===== config.mk =====
export PLATFORM = sky130hd
export DESIGN_NAME = rv_writeback
export DESIGN_NICKNAME = d
export VERILOG_FILES = /design/src/rtl/rv_writeback_pkg.sv /design/src/rtl/rv_load_align.sv /design/src/rtl/rv_writeback.sv
export SDC_FILE = /design/constraint.sdc
export NUM_CORES = 1
export LEC_CHECK = 0
export ABC_CLOCK_PERIOD_IN_PS = 1800
export BUFFER_PORTS_ARGS = -buffer_cell sky130_fd_sc_hd__buf_4
export CORE_ASPECT_RATIO = 1.25
export CORE_MARGIN = 2
export CORE_UTILIZATION = 45
export CTS_BUF_LIST = sky130_fd_sc_hd__clkbuf_8
export DETAILED_ROUTE_END_ITERATION = 12
export GPL_ROUTABILITY_DRIVEN = 0
export PLACE_DENSITY = 0.78
export SETUP_SLACK_MARGIN = 0.15
export SYNTH_ARGS = -nofsm -noshare
export SYNTH_HDL_FRONTEND = slang
export SYNTH_SLANG_ARGS = --single-unit

===== constraint.sdc =====
create_clock -name i_clock -period 1.8 [get_ports i_clock]
set_input_delay 0.18 -clock i_clock [delete_from_list [all_inputs] [get_ports i_clock]]
set_output_delay 0.18 -clock i_clock [all_outputs]
set_load 0.05 [all_outputs]

===== src/rtl/rv_writeback_pkg.sv =====
// Shared definitions for the integer writeback stage: widths, load funct3
// encodings and the load-tracking FSM state type.
package rv_writeback_pkg;

    localparam int unsigned XLEN   = 32;
    localparam int unsigned REG_AW = 5;

    localparam logic [2:0] F3_LB  = 3'b000;
    localparam logic [2:0] F3_LH  = 3'b001;
    localparam logic [2:0] F3_LW  = 3'b010;
    localparam logic [2:0] F3_LBU = 3'b100;
    localparam logic [2:0] F3_LHU = 3'b101;

    typedef enum logic {
        ST_IDLE    = 1'b0,
        ST_LD_WAIT = 1'b1
    } wb_state_e;

endpackage


===== src/rtl/rv_load_align.sv =====
// Combinational load formatter: selects the byte or halfword addressed by
// addr_lo from an aligned memory word and sign/zero-extends it.
module rv_load_align
    import rv_writeback_pkg::*;
#(
    parameter int unsigned W = XLEN
) (
    input  logic [2:0]   funct3_i,
    input  logic [1:0]   addr_lo_i,
    input  logic [W-1:0] rdata_i,
    output logic [W-1:0] data_o
);

    logic [W-1:0] byte_sh;
    logic [W-1:0] half_sh;

    // Halfwords use addr_lo[1] only; misaligned accesses trap upstream.
    always_comb begin
        byte_sh = rdata_i >> {addr_lo_i, 3'b000};
        half_sh = rdata_i >> {addr_lo_i[1], 4'b0000};
        data_o  = rdata_i;
        case (funct3_i)
            F3_LB:   data_o = {{(W-8){byte_sh[7]}}, byte_sh[7:0]};
            F3_LBU:  data_o = {{(W-8){1'b0}}, byte_sh[7:0]};
            F3_LH:   data_o = {{(W-16){half_sh[15]}}, half_sh[15:0]};
            F3_LHU:  data_o = {{(W-16){1'b0}}, half_sh[15:0]};
            default: data_o = rdata_i;
        endcase
    end

endmodule


===== src/rtl/rv_writeback.sv =====
// Register-file write port producer: arbitrates load responses over ALU
// results (with a one-entry ALU skid) and tracks the single outstanding load.
module rv_writeback
    import rv_writeback_pkg::*;
#(
    parameter int unsigned XLEN   = rv_writeback_pkg::XLEN,
    parameter int unsigned REG_AW = rv_writeback_pkg::REG_AW
) (
    input  logic              i_clock,
    input  logic              i_rst,
    input  logic              i_alu_valid,
    output logic              o_alu_ready,
    input  logic [REG_AW-1:0] i_alu_rd,
    input  logic [XLEN-1:0]   i_alu_dat,
    input  logic              i_ld_req,
    output logic              o_ld_req_ready,
    input  logic [REG_AW-1:0] i_ld_rd,
    input  logic [2:0]        i_ld_funct3,
    input  logic [1:0]        i_ld_addr_lo,
    input  logic              i_ld_rvalid,
    input  logic [XLEN-1:0]   i_ld_rdata,
    output logic              o_ld_pending,
    output logic [REG_AW-1:0] o_ld_pending_rd,
    output logic              o_write_cs,
    output logic [REG_AW-1:0] o_rd,
    output logic [XLEN-1:0]   o_regdat
);

    wb_state_e         state_q, state_d;
    logic [REG_AW-1:0] ld_rd_q, ld_rd_d;
    logic [2:0]        ld_f3_q, ld_f3_d;
    logic [1:0]        ld_lo_q, ld_lo_d;

    logic              skid_full_q, skid_full_d;
    logic [REG_AW-1:0] skid_rd_q, skid_rd_d;
    logic [XLEN-1:0]   skid_dat_q, skid_dat_d;

    logic              wcs_q, wcs_d;
    logic [REG_AW-1:0] rd_q, rd_d;
    logic [XLEN-1:0]   dat_q, dat_d;

    logic              ld_resp;
    logic              alu_acc;
    logic              ld_acc;
    logic [XLEN-1:0]   ld_fmt;

    rv_load_align #(
        .W (XLEN)
    ) u_align (
        .funct3_i  (ld_f3_q),
        .addr_lo_i (ld_lo_q),
        .rdata_i   (i_ld_rdata),
        .data_o    (ld_fmt)
    );

    assign ld_resp        = (state_q == ST_LD_WAIT) && i_ld_rvalid;
    assign o_alu_ready    = !skid_full_q;
    assign alu_acc        = i_alu_valid && o_alu_ready;
    assign o_ld_req_ready = (state_q == ST_IDLE) || ld_resp;
    assign ld_acc         = i_ld_req && o_ld_req_ready;

    // Load-tracking FSM: a response and a new request may share a cycle.
    always_comb begin
        state_d = state_q;
        ld_rd_d = ld_rd_q;
        ld_f3_d = ld_f3_q;
        ld_lo_d = ld_lo_q;
        case (state_q)
            ST_IDLE: begin
                if (ld_acc) state_d = ST_LD_WAIT;
            end
            ST_LD_WAIT: begin
                if (i_ld_rvalid && !ld_acc) state_d = ST_IDLE;
            end
            default: state_d = ST_IDLE;
        endcase
        if (ld_acc) begin
            ld_rd_d = i_ld_rd;
            ld_f3_d = i_ld_funct3;
            ld_lo_d = i_ld_addr_lo;
        end
    end

    // Write arbitration: load response, then skid entry, then live ALU.
    always_comb begin
        skid_full_d = skid_full_q;
        skid_rd_d   = skid_rd_q;
        skid_dat_d  = skid_dat_q;
        wcs_d       = 1'b0;
        rd_d        = rd_q;
        dat_d       = dat_q;
        if (ld_resp) begin
            wcs_d = (ld_rd_q != '0);
            if (ld_rd_q != '0) begin
                rd_d  = ld_rd_q;
                dat_d = ld_fmt;
            end
            if (alu_acc) begin
                skid_full_d = 1'b1;
                skid_rd_d   = i_alu_rd;
                skid_dat_d  = i_alu_dat;
            end
        end else if (skid_full_q) begin
            skid_full_d = 1'b0;
            wcs_d       = (skid_rd_q != '0);
            if (skid_rd_q != '0) begin
                rd_d  = skid_rd_q;
                dat_d = skid_dat_q;
            end
        end else if (alu_acc) begin
            wcs_d = (i_alu_rd != '0);
            if (i_alu_rd != '0) begin
                rd_d  = i_alu_rd;
                dat_d = i_alu_dat;
            end
        end
    end

    always_ff @(posedge i_clock) begin
        if (i_rst) begin
            state_q     <= ST_IDLE;
            ld_rd_q     <= '0;
            ld_f3_q     <= '0;
            ld_lo_q     <= '0;
            skid_full_q <= 1'b0;
            skid_rd_q   <= '0;
            skid_dat_q  <= '0;
            wcs_q       <= 1'b0;
            rd_q        <= '0;
            dat_q       <= '0;
        end else begin
            state_q     <= state_d;
            ld_rd_q     <= ld_rd_d;
            ld_f3_q     <= ld_f3_d;
            ld_lo_q     <= ld_lo_d;
            skid_full_q <= skid_full_d;
            skid_rd_q   <= skid_rd_d;
            skid_dat_q  <= skid_dat_d;
            wcs_q       <= wcs_d;
            rd_q        <= rd_d;
            dat_q       <= dat_d;
        end
    end

    assign o_write_cs      = wcs_q;
    assign o_rd            = rd_q;
    assign o_regdat        = dat_q;
    assign o_ld_pending    = (state_q == ST_LD_WAIT);
    assign o_ld_pending_rd = o_ld_pending ? ld_rd_q : '0;

endmodule


==> results.cfg, run 1 <==
[synthesis]
yosys.area_share.adder_pct = 0
synth_top_family_by_area = compound AO/OA/AOI/OAI gates
synth_compound_area_share_pct = 25.5
synth_simple_gate_area_share_pct = 23.5
yosysSeqAreaShare_pct = 38.0
syn-cell-area_um2 = 4580
synth_cell_type_count = 45
synth_flop_cell = dfxtp_1
synth.area.mux_share_pct = 6.94
async_reset_ff_share_pct = 0
avgSynthCellArea_um2 = 7.76
yosysTopAreaCell = dfxtp_1
ys_ff_latch = 87
synth_xor_area_share_pct = 0
synth_nets = 674
ys_warn_count = 0
synth_edf_count = 0
synthCells = 590
synth_top_area_share_pct = 38.0
synth_area_leaders = dfxtp_1, nand2_1, a21oi_1

[critical_path]
crit_family = simple AND/OR/NAND/NOR gates
cpMaxStageDelayCell = or4_4
worstSetupStartpointType = register
critPathRequiredTime_ns = 2.06
critPathKind = reg -> reg
slowest_delay_ns = 0.54
end_kind = register
worstPathArrival_ns = 2.08
r2r_setup_slack_ns = -0.02
cp_max_fo = 13
crit_buf_inv = 3
cpMostUsedCell = o21ai_4
path_cells = or4_4 -> o21ai_4 -> buf_6 -> buf_4 -> o21ai_4 -> buf_12 -> nor2_1 -> nor3_2

[sta]
maxSlewViolCount = 0
worst_slew_pin_slew_ns = 0.477
rsz0062_at_grt = yes
finalHoldViolCount = 0
setup_ws_ns = -0.0200
period_needed_ns = 1.82
fin_crit_sh_pct = 101
fmax_ghz = 0.549
worst_hold_slack_ns = 0.0563
slew_headroom_pct = 68.1
clock-skew-final_ns = 0.00820
setup_viol = 5

[clock_tree]
hold_buffers = 0
cts_tree = built
cts_max_path_buffers = 2
root_buffer = clkbuf_8
worstSkewPairLatency_ns = 0.38
clk_transition_reported_paths_ns = 0.08
clkSinkCount = 87
cts_max_level = 3
numCtsBuffers = 9

[floorplanning]
die_y_um = 117
core_area_um2 = 10000
initial_utilization_pct = 45.8
dieArea_um2 = 11000
io_pins = 130
die_w_um = 94.2
num_rows = 41

[routing]
wl_per_cell_um = 17.9
first_pass_iters = 6
avgViaCountPerCell = 5.80
vias = 4952
drt_drc_violations_left = 0
postRouteAntennaNets = 0
wl_mm = 15.3
drt_iter0_drc = 491

[pwr]
p_per_area_nw_per_um2 = 763
p_clk_share_pct = 25.8
worst_ir_drop_vdd_mv = 0.415
power_switching_uw = 1600
pwr-share-seq_pct = 44.6
p_leak_uw = 0.00253
power_uw = 4750
combPwrFrac_pct = 29.6
switching_share_pct = 33.6
p_int_uw = 3160

[global_route]
grt_pass1_wl_mm = 23.1
grt_antenna_before_repair = 0
grt_pass1_vias = 4766
overflow = 0
grt_max_degree = 37
grt_use_total_pct = 27.3

[run_status]
outcome = complete, but fails checks
violations = setup timing

[place]
io_buffers = 129
dp_hpwl_mm = 10.6
pre_cts_ws_ns = -0.0102
dp.cells = 827

[job]
drv_cap = 0

[final_layout]
layout_commonest_cell = buf_4
nNetsFinal = 805
diodes = 0
final_util_pct = 62.3
final_cell_mix = buf_4, nand2_1, dfxtp_1
stdcell_count = 854
drive_above_1_share_pct = 33.1
syn2layout_area_growth_pct = 36.1

[worst_hold_path]
min_path_type = in -> reg
[flip-flops by register name, indices dropped and copies added, names as in the netlist]
signal and count:
o_regdat 32, skid_rd_q 5, o_write_cs 1, o_ld_pending 1, ld_f3_q 3, skid_dat_q 32, skid_full_q 1, ld_lo_q 2
ld_rd_q 5, o_rd 5
[cell families after synthesis]
group	Yosys count
buffers and inverters	58
AND/OR/NAND/NOR	230
AO/OA/AOI/OAI	186
multiplexers	29
flip-flops	87
[synth_stat cells (all sizes together) (2+ instances only)]
cell type    n
inv          9
nor4         2
a31oi       16
mux2i       16
mux2        12
o311ai       3
o22ai       11
buf         22
nor2        15
or3          3
nand2      130
clkbuf      27
and2        38
o211ai       6
or2          2
dfxtp       87
a221oi       9
o21ai       44
nor3         8
nand3b       4
a21oi       84
nand3       12
a211oi       8
nand2b       5
nor2b        9
[power by group through the flow]
stage | clock network, uW | logic, uW | registers, uW
detailed placement | 0 | 1270 | 2160
global route | 1320 | 1490 | 2130
finish | 1230 | 1410 | 2120
CTS | 1240 | 1330 | 2110
global placement | 0 | 1250 | 2160
floorplan | 0 | 518 | 2420
[stage by stage]
| step | area [um^2] | setup TNS [ns] |
|---|---|---|
| 2_1_floorplan | 4610 | 0 |
| 3_3_place_gp | 5780 | 0 |
| 3_5_place_dp | 5780 | -0.0228 |
| 4_1_cts | 6090 | 0 |
| 5_1_grt | 6230 | -1.68 |
| 6_report | 6230 | -0.0446 |
[timing repair]
| action | CTS | global route |
|---|---|---|
| setup endpoints to repair | 68 | 39 |
| setup buffers | 6 | 1 |
| cloned | 2 | 3 |
| gates resized for setup | 13 | 23 |
| endpoints found under the hold margin | 0 | 0 |
| pin swaps | 1 | 4 |
[worst min-delay path: stages]
cell and delay (ns):
buf_4 0.11, nand2_1 0.05, a21oi_1 0.05
[final timing paths]
path,from,to,depth (start not counted)
worst max-delay path,ld_rd_q[1]$_SDFFE_PP0P_,o_regdat[4]$_SDFFE_PP0P_,8
worst min-delay path,i_alu_dat[3],skid_dat_q[3]$_SDFFE_PP0P_,3
worst min register to register,skid_dat_q[29]$_SDFFE_PP0P_,skid_dat_q[29]$_SDFFE_PP0P_,2
worst max register to register,ld_rd_q[1]$_SDFFE_PP0P_,o_regdat[4]$_SDFFE_PP0P_,8
[layout make-up]
cell class / instances / area (um^2)
clock inverter: 4 / 16.3
clock buffer: 11 / 151
sequential: 87 / 1750
inverter: 9 / 36.3
multi-input combinational: 446 / 2670
fill: 877 / 3770
timing repair buffer: 168 / 1450
tap: 129 / 161
[per-layer routing]
layer	vias up	GRT usage (%)	share of wire (%)
met2	286	46.7	49
li1	2322	-	-
met4	0	16.4	5.0
met3	55	4.99	8.8
met1	2289	31.7	37
met5	-	0	0
Power figures use the tool's default switching activity.
==> inputs of run 2 (changes only) <==
--- a/config.mk
+++ b/config.mk
@@ -5,6 +5,7 @@
 export SDC_FILE = /design/constraint.sdc
 export NUM_CORES = 1
 export LEC_CHECK = 0
+export ABC_AREA = 1
 export ABC_CLOCK_PERIOD_IN_PS = 1800
 export BUFFER_PORTS_ARGS = -buffer_cell sky130_fd_sc_hd__buf_4
 export CORE_ASPECT_RATIO = 1.25
==> results.cfg, run 2 <==
[floorplanning]
num_rows = 41
initial_utilization_pct = 46.6
io_pins = 130
core_area_um2 = 10200
die_w_um = 95.7
dieArea_um2 = 11400
die_y_um = 119

[routing]
drt_iter0_drc = 357
vias = 5266
wl_per_cell_um = 14.1
avgViaCountPerCell = 5.12
first_pass_iters = 5
drt_drc_violations_left = 0
wl_mm = 14.5
postRouteAntennaNets = 0

[global_route]
overflow = 0
busiest_layer = met2
grt_antenna_before_repair = 0
met3_usage_pct = 5.04
grt_use_total_pct = 24.8
gr-usage-met2_pct = 36.1
grt_max_degree = 58
grt_pass1_wl_mm = 22.3
grt_pass1_vias = 4685
gr-usage-met1_pct = 35.2

[worst_hold_path]
worstHoldEndpoint = skid_dat_q[23]$_SDFFE_PP0P_
min_path_type = in -> reg
min_path_cells = 3
hold_start = i_alu_dat[23]

[sta]
finalHoldViolCount = 0
clock-skew-final_ns = 0.00929
tns_ns = 0
fmax_ghz = 0.663
setup_ws_ns = 0.291
worst_slew_pin_slew_ns = 0.517
rsz0062_at_grt = no
fin_crit_sh_pct = 83.9
setup_viol = 0
period_needed_ns = 1.51
maxSlewViolCount = 0
slew_headroom_pct = 65.5

[synthesis]
avgSynthCellArea_um2 = 6.04
async_reset_ff_share_pct = 0
syn-cell-area_um2 = 4730
netlist_top_cells_count = nand2_1, nor2_1, dfxtp_1
ys_ff_latch = 87
synth_area_leaders = dfxtp_1, nand2_1, nor2_1
synth_top_area_share_pct = 36.8
synth_cell_type_count = 25
synth_edf_count = 0
synth.most_common_cell = nand2_1
yosysSeqAreaShare_pct = 36.8
synthCells = 783
ys_warn_count = 0
synth_flop_cell = dfxtp_1
synth_nets = 867
yosysTopAreaCell = dfxtp_1

[clock_tree]
cts_max_level = 3
cts_tree = built
clkSinkCount = 87
root_buffer = clkbuf_8
worstSkewPairLatency_ns = 0.37
numCtsBuffers = 9
cts_max_path_buffers = 2
clk_transition_reported_paths_ns = 0.09

[pwr]
p_leak_uw = 0.00297
p_per_area_nw_per_um2 = 820
worst_ir_drop_vdd_mv = 0.377

[critical_path]
worst-r2r-cell-count = 8
critPathRequiredTime_ns = 2.06
critPathKind = reg -> reg
cp_max_fo = 28
worstPathArrival_ns = 1.77
r2r_start = skid_full_q$_SDFFE_PP0P_
reg2reg_to = o_regdat[5]$_SDFFE_PP0P_
end_kind = register
r2r_setup_slack_ns = 0.29
worstSetupStartpointType = register

[final_layout]
stdcell_count = 1029
final_cell_mix = nand2_1, nor2_1, buf_4
nNetsFinal = 979
diodes = 0
drive_above_1_share_pct = 20.3
layout_commonest_cell = nand2_1
syn2layout_area_growth_pct = 28.6

[place]
io_buffers = 129
pre_cts_ws_ns = 0.126
dp_hpwl_mm = 10.2
dp.cells = 1010

[run_status]
outcome = complete, no violations

[job]
drv_cap = 0
## run 2: cell types whose count changed after synthesis, moves of 12 or more
| cell | delta |
|---|---|
| nor2_1 | +148 |
| nand2_1 | +60 |
| inv_1 | +56 |
| nand3_1 | +51 |
| and2_1 | -38 |
| o21ai_0 | +31 |
| a31oi_1 | -16 |
| mux2i_1 | -16 |
| mux2_2 | -12 |
## run 2: cells by family (layout without fill, tap and decap cells)
family                 Yosys count  count (layout)  synth area share, %
AO/OA/AOI/OAI                  148             148                 15.8
buffers and inverters          118             235                 10.4
AND/OR/NAND/NOR                430             430                 37.0
flip-flops                      87              87                 36.8
## run 2: metal layers
layer	part of all wire (%)	wire length, um
met5	0	0
met4	3.3	480
met3	8.2	1190
met2	45	6490
met1	44	6330
## run 2: worst max-delay path by stage
stage	startpoint	end	slack, ns	cells after the start
after floorplan	o_ld_pending$_SDFF_PP0_	o_regdat[26]$_SDFFE_PP0P_	0.16	10
after global placement	o_ld_pending$_SDFF_PP0_	skid_dat_q[25]$_SDFFE_PP0P_	0.20	7
after detailed placement	skid_full_q$_SDFFE_PP0P_	o_rd[4]$_SDFFE_PP0P_	0.13	9
after CTS	skid_full_q$_SDFFE_PP0P_	o_rd[2]$_SDFFE_PP0P_	0.18	9
after global routing	skid_full_q$_SDFFE_PP0P_	o_regdat[7]$_SDFFE_PP0P_	0.17	8
final	skid_full_q$_SDFFE_PP0P_	o_regdat[5]$_SDFFE_PP0P_	0.29	8
## run 2: through the flow
stage / total power (uW) / area, um^2 / utilization [%] / hold slack [ns]
5_1_grt: 5220 / 6080 / 59.9 / 0.0719
6_report: 4990 / 6080 / 59.9 / 0.0607
4_1_cts: 4960 / 6020 / 59.3 / 0.0483
2_1_floorplan: 3170 / 4730 / - / 0.242
3_5_place_dp: 3670 / 5830 / 57.4 / 0.364
3_3_place_gp: 3660 / 5830 / 57.4 / 0.368
## run 2: layout make-up
class,count,area (um^2)
timing repair buffer,153,1240
fill,1004,4080
tap,129,161
clock buffer,10,138
inverter,66,253
multi-input combinational,578,2500
clock inverter,6,45.0
sequential,87,1740
## run 2: worst max-delay path, cell delays in order, from the launching register on
cell,delay [ns]
dfxtp_2,0.42
inv_2,0.11
nand2_1,0.10
nor2_1,0.05
nor2_2,0.19
nand2_4,0.13
clkbuf_16,0.22
a21oi_1,0.14
nor2_1,0.05
## run 2: repair_timing
item | CTS | global route
setup endpoints to repair | 7 | 36
resized for setup | 2 | 4
endpoints found under the hold margin | 2 | 0
gates cloned | 0 | 2
hold buffers | 1 | 0
buffers inserted | 0 | 0
## run 2: power by group
group          internal (uW)  switching, uW  total (uW)  leakage (uW)
sequential              2070           87.0        2160      0.000717
combinational            547            983        1530       0.00216
clock                    547            753        1300     0.0000966
total                   3160           1820        4990       0.00297
